===== src/rtl/operand_bank_if.sv =====
// Operand bank bus: input stream, undo/clear controls and the flat operand
// vector with its valid/ack handshake towards the arithmetic unit.
interface operand_bank_if #(
  parameter int WIDTH   = 8,
  parameter int NUM_OPS = 2
);
  localparam int CW = $clog2(NUM_OPS + 1);

  logic                     clear;
  logic                     in_valid;
  logic [WIDTH-1:0]         in_data;
  logic                     in_ready;
  logic                     undo;
  logic [NUM_OPS*WIDTH-1:0] ops;
  logic                     ops_valid;
  logic                     ops_ack;
  logic [CW-1:0]            count;
  logic                     drop_err;

  modport master (
    output clear, in_valid, in_data, undo, ops_ack,
    input  in_ready, ops, ops_valid, count, drop_err
  );

  modport slave (
    input  clear, in_valid, in_data, undo, ops_ack,
    output in_ready, ops, ops_valid, count, drop_err
  );
endinterface


===== src/rtl/operand_bank.sv =====
// Operand capture bank: collects NUM_OPS operands in order from one input
// stream, supports undo of the latest capture, and hands the full set to the
// consumer through a valid/ack handshake. Dropped inputs set a sticky flag.
module operand_bank #(
  parameter int WIDTH   = 8,
  parameter int NUM_OPS = 2
) (
  input  logic           clk,
  input  logic           rst,
  operand_bank_if.slave  bus
);
  localparam int CW = $clog2(NUM_OPS + 1);
  localparam logic [CW-1:0] LAST_SLOT = CW'(NUM_OPS - 1);
  localparam logic [CW-1:0] ONE       = CW'(1);

  typedef enum logic {COLLECT, FULL} state_t;

  state_t           state, state_next;
  logic [CW-1:0]    count, count_next;
  logic [WIDTH-1:0] slots [NUM_OPS];
  logic [WIDTH-1:0] slots_next [NUM_OPS];
  logic             drop_flag, drop_next;

  // Next-state decode: clear beats undo/ack, which beat capture.
  always_comb begin
    state_next = state;
    count_next = count;
    drop_next  = drop_flag;
    for (int i = 0; i < NUM_OPS; i++) slots_next[i] = slots[i];

    if (bus.clear) begin
      state_next = COLLECT;
      count_next = '0;
      drop_next  = 1'b0;
      for (int i = 0; i < NUM_OPS; i++) slots_next[i] = '0;
    end else begin
      case (state)
        COLLECT: begin
          if (bus.undo) begin
            // An undo swallows any simultaneous input, even with nothing to undo.
            if (count != '0) begin
              count_next = count - ONE;
              for (int i = 0; i < NUM_OPS; i++)
                if (CW'(i) == count - ONE) slots_next[i] = '0;
            end
          end else if (bus.in_valid) begin
            for (int i = 0; i < NUM_OPS; i++)
              if (CW'(i) == count) slots_next[i] = bus.in_data;
            count_next = count + ONE;
            if (count == LAST_SLOT) state_next = FULL;
          end
        end
        FULL: begin
          if (bus.in_valid) drop_next = 1'b1;
          if (bus.ops_ack) begin
            // Slots keep their old contents; new captures overwrite them.
            state_next = COLLECT;
            count_next = '0;
          end else if (bus.undo) begin
            state_next = COLLECT;
            count_next = LAST_SLOT;
            slots_next[NUM_OPS-1] = '0;
          end
        end
      endcase
    end
  end

  // State register with synchronous reset to the empty bank.
  always_ff @(posedge clk) begin
    if (rst) begin
      state     <= COLLECT;
      count     <= '0;
      drop_flag <= 1'b0;
      for (int i = 0; i < NUM_OPS; i++) slots[i] <= '0;
    end else begin
      state     <= state_next;
      count     <= count_next;
      drop_flag <= drop_next;
      for (int i = 0; i < NUM_OPS; i++) slots[i] <= slots_next[i];
    end
  end

  for (genvar g = 0; g < NUM_OPS; g++) begin : g_ops
    assign bus.ops[g*WIDTH +: WIDTH] = slots[g];
  end

  assign bus.in_ready  = (state == COLLECT);
  assign bus.ops_valid = (state == FULL);
  assign bus.count     = count;
  assign bus.drop_err  = drop_flag;
endmodule

===== src/flat_wrapper.sv =====
// flat-port wrapper written by rule: the top's interface ports become plain ports
module operand_bank_flat 
#(
  parameter int WIDTH   = 8,
  parameter int NUM_OPS = 2
)
  (clk, rst, bus_clear, bus_in_valid, bus_in_data, bus_undo, bus_ops_ack, bus_in_ready, bus_ops, bus_ops_valid, bus_count, bus_drop_err);
  operand_bank_if #(.WIDTH(WIDTH), .NUM_OPS(NUM_OPS)) bus_i ();
  input  logic clk;
  input  logic rst;
  input wire logic [$bits(bus_i.clear)-1:0] bus_clear;
  input wire logic [$bits(bus_i.in_valid)-1:0] bus_in_valid;
  input wire logic [$bits(bus_i.in_data)-1:0] bus_in_data;
  input wire logic [$bits(bus_i.undo)-1:0] bus_undo;
  input wire logic [$bits(bus_i.ops_ack)-1:0] bus_ops_ack;
  output wire logic [$bits(bus_i.in_ready)-1:0] bus_in_ready;
  output wire logic [$bits(bus_i.ops)-1:0] bus_ops;
  output wire logic [$bits(bus_i.ops_valid)-1:0] bus_ops_valid;
  output wire logic [$bits(bus_i.count)-1:0] bus_count;
  output wire logic [$bits(bus_i.drop_err)-1:0] bus_drop_err;
  assign bus_i.clear = bus_clear;
  assign bus_i.in_valid = bus_in_valid;
  assign bus_i.in_data = bus_in_data;
  assign bus_i.undo = bus_undo;
  assign bus_i.ops_ack = bus_ops_ack;
  assign bus_in_ready = bus_i.in_ready;
  assign bus_ops = bus_i.ops;
  assign bus_ops_valid = bus_i.ops_valid;
  assign bus_count = bus_i.count;
  assign bus_drop_err = bus_i.drop_err;
  operand_bank #(.WIDTH(WIDTH), .NUM_OPS(NUM_OPS)) u_core (.clk(clk), .rst(rst), .bus(bus_i));
endmodule

===== config.mk =====
export PLATFORM = sky130hd
export DESIGN_NAME = operand_bank_flat
export DESIGN_NICKNAME = d
export VERILOG_FILES = /design/src/rtl/operand_bank_if.sv /design/src/rtl/operand_bank.sv /design/src/flat_wrapper.sv
export SDC_FILE = /design/constraint.sdc
export NUM_CORES = 1
export LEC_CHECK = 0
export BUFFER_PORTS_ARGS = -buffer_cell sky130_fd_sc_hd__buf_4
export CORE_MARGIN = 2
export CORE_UTILIZATION = 45
export DETAILED_ROUTE_END_ITERATION = 12
export GPL_ROUTABILITY_DRIVEN = 0
export PLACE_DENSITY = 0.82
export SYNTH_ARGS = -nofsm -noshare
export SYNTH_HDL_FRONTEND = slang
export SYNTH_SLANG_ARGS = --single-unit

===== constraint.sdc =====
create_clock -name clk -period 2.1 [get_ports clk]
set_input_delay 0.315 -clock clk [delete_from_list [all_inputs] [get_ports clk]]
set_output_delay 0.315 -clock clk [all_outputs]
set_load 0.05 [all_outputs]

# --- Word-level counts from Yosys, hierarchy flattened ---
# Memories as Yosys holds them, arrays and structs flattened.
# Index checks and enable logic that the tools add are counted.
totals:
  mem_count: 1
  register_bits: 4
  mem_bits_rw: 16
  elab_cells: 50
mem_list:
  columns: ["memory", "words", "word_bits", "read_ports", "rd_ports_with_merged_regs", "wr", "line", "rtl"]
  rows:
  - ["u_core.slots", 2, 8, 2, 0, 2, "operand_bank.sv:20", "logic [WIDTH-1:0] slots [NUM_OPS];"]
classes:
  bitwise_logic: 3
  add_sub_neg: 2
  n_reduce_logical: 6
  mux: 29
  n_eq_ne: 6
op_table:
  columns: ["op", "n"]
  rows:
  - ["two-way mux 8 bit", 9]
  - ["two-way mux 16 bit", 4]
  - ["case mux 8 bit (2 select lines)", 1]
  - ["two-way mux 2 bit", 5]
  - ["two-way mux 1 bit", 8]
  - ["!= test 3 bit (second input constant)", 2]
  - ["== test 1 x 2 -> 1 bit (first input constant)", 2]
  - ["zero test 2 bit", 2]
  - ["case mux 2 bit (2 select lines)", 1]
  - ["!= test 3 x 2 -> 1 bit (second input constant)", 1]
  - ["AND reduction 3 bit", 1]
  - ["adder 2 x 1 -> 2 bit (second input constant)", 1]
  - ["== test 2 x 1 -> 1 bit (second input constant)", 1]
  - ["OR 1 bit", 2]
  - ["case mux 1 bit (2 select lines)", 1]
  - ["AND reduction 2 bit", 1]
  - ["nonzero test 2 bit", 1]
  - ["OR reduction 2 bit", 1]
  - ["subtractor 2 x 1 -> 2 bit (second input constant)", 1]
  - ["inverter 1 bit", 1]

# --- Depth between registers and ports, before layout ---
depth:
  ltp_word: 8
  mapped_depth: 6
  ltp_nobuf: 5

# --- Least setup slack after synthesis ---
# Ideal clock, no wire load.
synth_timing:
  kind: "register -> register"
  start: "register u_core.count[0], in the netlist u_core.bus.count[0]"
  end: "memory u_core.slots[0][3]"
  arrival_time_ns: 1.735
  stages_incl_launch_ff: 6
  n_path_buf: 0
  required_time_ns: 1.963
  setup_ns: 0.137
  slack_ns: 0.228
  cell_sequence: "dfxtp_1 inv_1 ha_1 nand3b_1 a21oi_1 o22ai_1"
synth_rtl:
  columns: ["item", "line", "rtl"]
  rows:
  - ["start, declared", "operand_bank.sv:19", "logic [CW-1:0] count, count_next;"]
  - ["start signal, assigned", "operand_bank.sv:78", "count <= count_next;"]
  - ["end, declared", "operand_bank.sv:20", null]

==> metrics.md <==
| Metric | Value |
|---|---|
| Worst Path Buf+Inv | `1` |
| Clk pwr share | `23.8%` |
| WL final | `2050 um` |
| Residual DRC | `0` |
| Synth Area in Compound Gates | `12.6%` |
| CORE AREA | `2000 um2` |
| Fmax | `580 MHz` |
| Total die area | `2530 um2` |
| DRT iter0 DRCs | `13` |
| Type of origin of the critical path | `flip-flop` |
| Total power | `0.710 mW` |
| Seq/Total Area, Yosys | `41.5%` |
| Worst Tran Pin Value | `0.587 ns` |
| Synthesis-stage register bit count | `20` |
| Final Hold Viols | `0` |
| Post-synth top area cell | `dfxtp_1` |
| # fillers | `195` |
| Leak | `0.538 nW` |
| Synth Net Count | `127` |
| Top cell type's share of synthesized area | `41.5%` |
| Wire per inst | `12.2 um` |
| Status | `finished clean` |
| Internal cell power | `0.511 mW` |
| Final setup TNS | `0 ns` |
| Post-Synth Adder-Cell Area | `3.89%` |
| Clock-pin slew on the worst setup and hold paths | `0.10 ns` |
| Pre-CTS setup slack | `0.394 ns` |
| Psw | `0.199 mW` |
| Largest family of logic cells by synthesized area | `simple AND/OR/NAND/NOR gates` |
| Row count | `16` |
| HP Class | `input port to flip-flop` |
| Initial Util | `48.2%` |
| WP data required | `2.26 ns` |
| Crit-path slowest cell | `a21oi_1` |
| Global-route wire length before repair | `3170 um` |
| Initial antenna violation count | `0` |
| Vias/cell | `5.32` |
| Largest net degree at the start of global routing | `31` |
| Area of placed instances | `1210 um2` |
| H-Tree Depth | `1` |
| Critical Path Sink Type | `flip-flop` |
| # Max-Cap Violations | `0` |
| Final setup vio count | `0` |
| Post-CTS Resized | `0` |
| RSZ-0062 raised after global routing | `false` |
| Crit path max-delay family | `compound AO/OA/AOI/OAI gates` |
| Syn_area_per_cell | `8.78 um2` |
| Comb power frac | `20.5%` |
| Post-layout min period | `1.72 ns` |
| DRT antenna net count | `0` |
| Die Y | `50.3 um` |
| Postcts setup bufs | `0` |
| Total grt overflow | `0` |
| Post-Synth XOR/XNOR Area | `0.907%` |
| Critical path fanouts, max | `8` |
| Cts hold-fix bufs | `0` |
| CP max stage delay | `0.50 ns` |
| Synth Area in Simple Gates | `24.0%` |
| Crit path kind | `flip-flop to flip-flop` |
| Commonest non-fill, non-tap cell in the layout | `buf_4` |
| Worst setup margin | `0.377 ns` |
| Switch share | `28.1%` |
| Top cells by area, synth | `dfxtp_1, nand2_1, mux2i_1` |
| CTS Root Cell | `clkbuf_4` |
| CTS Buf Count | `3` |
| Clock Latency Late Sink | `0.28 ns` |
| Vias in the first global route | `782` |
| Worst vdd ir | `0.364 mV` |
| Worst EP arrival | `1.89 ns` |
| Final nets | `160` |
| CTS Sinks | `20` |
| CTS tree | `built` |
| Hold WS | `0.194 ns` |
| # port buffers | `34` |
| # diodes | `0` |
| Die W | `50.3 um` |
| Skew final | `0.00565 ns` |
| Synth warn | `0` |
| Rel. slew slack | `60.9%` |
| Post-Synthesis Cells | `110` |
| Period utilisation layout | `82.1%` |
| Cell Area, Synth | `966 um2` |
| Cell area after layout | `1230 um2` |
| Syn-to-layout area delta | `27.7%` |
| I/O Pins | `35` |
| DR vias | `893` |
| CTS Buffer Depth | `2` |
| Worst reg2reg setup slack | `0.38 ns` |
| Total GRT Usage | `16.2%` |
| Most frequent cells in the layout | `buf_4, nand2_1, dfxtp_1` |
| Pins over their slew limit | `0` |
| Share of cells above drive strength 1 | `28.4%` |
| Drt pass-1 iters | `4` |
| Flop pwr share | `55.6%` |
| Distinct cells, synth | `26` |
| CP cell instances | `inv_1 > ha_1 > nand3b_1 > a21oi_1 > o22ai_1` |
| Post-detail-place hpwl | `1570 um` |
| Mux cell area share after synthesis | `10.4%` |
| Cell area power density | `576 nW/um2` |
==> state kept, by name, indices dropped and copies added, names as in the netlist <==
signal / count
u_core.bus.count: 2
u_core.bus.ops_valid: 1
u_core.bus.drop_err: 1
u_core.slots: 16
==> power groups by stage <==
| stage | registers (mW) | logic, mW | clock network, mW |
|---|---|---|---|
| after floorplan | 0.434 | 0.0703 | 0 |
| after global placement | 0.403 | 0.144 | 0 |
| after detailed placement | 0.404 | 0.146 | 0 |
| after CTS | 0.395 | 0.146 | 0.175 |
| after global routing | 0.397 | 0.155 | 0.194 |
| final | 0.395 | 0.146 | 0.169 |
==> layer usage <==
metal,global-route usage (%),vias up,share of wire [%]
met2,30.3,23,51
met5,0,-,0
met1,19.0,422,43
met4,4.05,0,0
met3,2.98,0,6.1
li1,-,448,-
==> cells in the mapped netlist <==
cell type and count:
inv_1 4, nor2_4 1, o211ai_1 1, nand4_1 1, xor2_1 1, nand3_1 9, buf_2 2, a21oi_1 3
a211o_1 1, nand3b_1 3, clkbuf_1 2, nor2_1 1, dfxtp_1 20, a2111oi_1 1, o211a_1 1, o22ai_1 8
nor3_1 1, and3b_1 2, ha_1 3, nor2b_1 2, a22o_1 1, mux2i_1 10, o221a_2 1, buf_6 3
nand2_1 27, nand2b_1 1
==> worst paths after layout <==
path | from | to | cells after the start
max reg2reg | u_core.bus.count[0]$_SDFFE_PP0P_ | u_core.slots[0][3]$_SDFFE_PP0P_ | 5
max | u_core.bus.count[0]$_SDFFE_PP0P_ | u_core.slots[0][3]$_SDFFE_PP0P_ | 5
min | bus_clear | u_core.bus.drop_err$_SDFFE_PP0P_ | 2
min reg2reg | u_core.slots[0][10]$_SDFFE_PP0P_ | u_core.slots[0][10]$_SDFFE_PP0P_ | 2
==> cells by family (layout without fill, tap and decap cells) <==
family          after synthesis  after routing
compound gates               17             17
xor+xnor                      1              1
fa+ha+maj                     3              3
buf+inv                      11             42
flops                        20             20
mux                          10             10
simple gates                 48             48
==> layout make-up <==
type / count / area, um2 / share of cell area [%]
inverters: 4 / 15.0 / 1.22
flip-flops and latches: 20 / 400 / 32.5
well taps: 27 / 33.8 / 2.74
repair buffers: 35 / 263 / 21.3
clock buffers: 3 / 22.5 / 1.83
multi-input cells: 79 / 499 / 40.5
==> through the flow <==
stage               util (%)  std cells
finish                  61.6        168
global route            61.6        168
CTS                     61.6        168
detailed placement      60.5        165
global placement        60.5        165
floorplan                  -        110
Note: power is estimated with default switching activity, not from simulation.
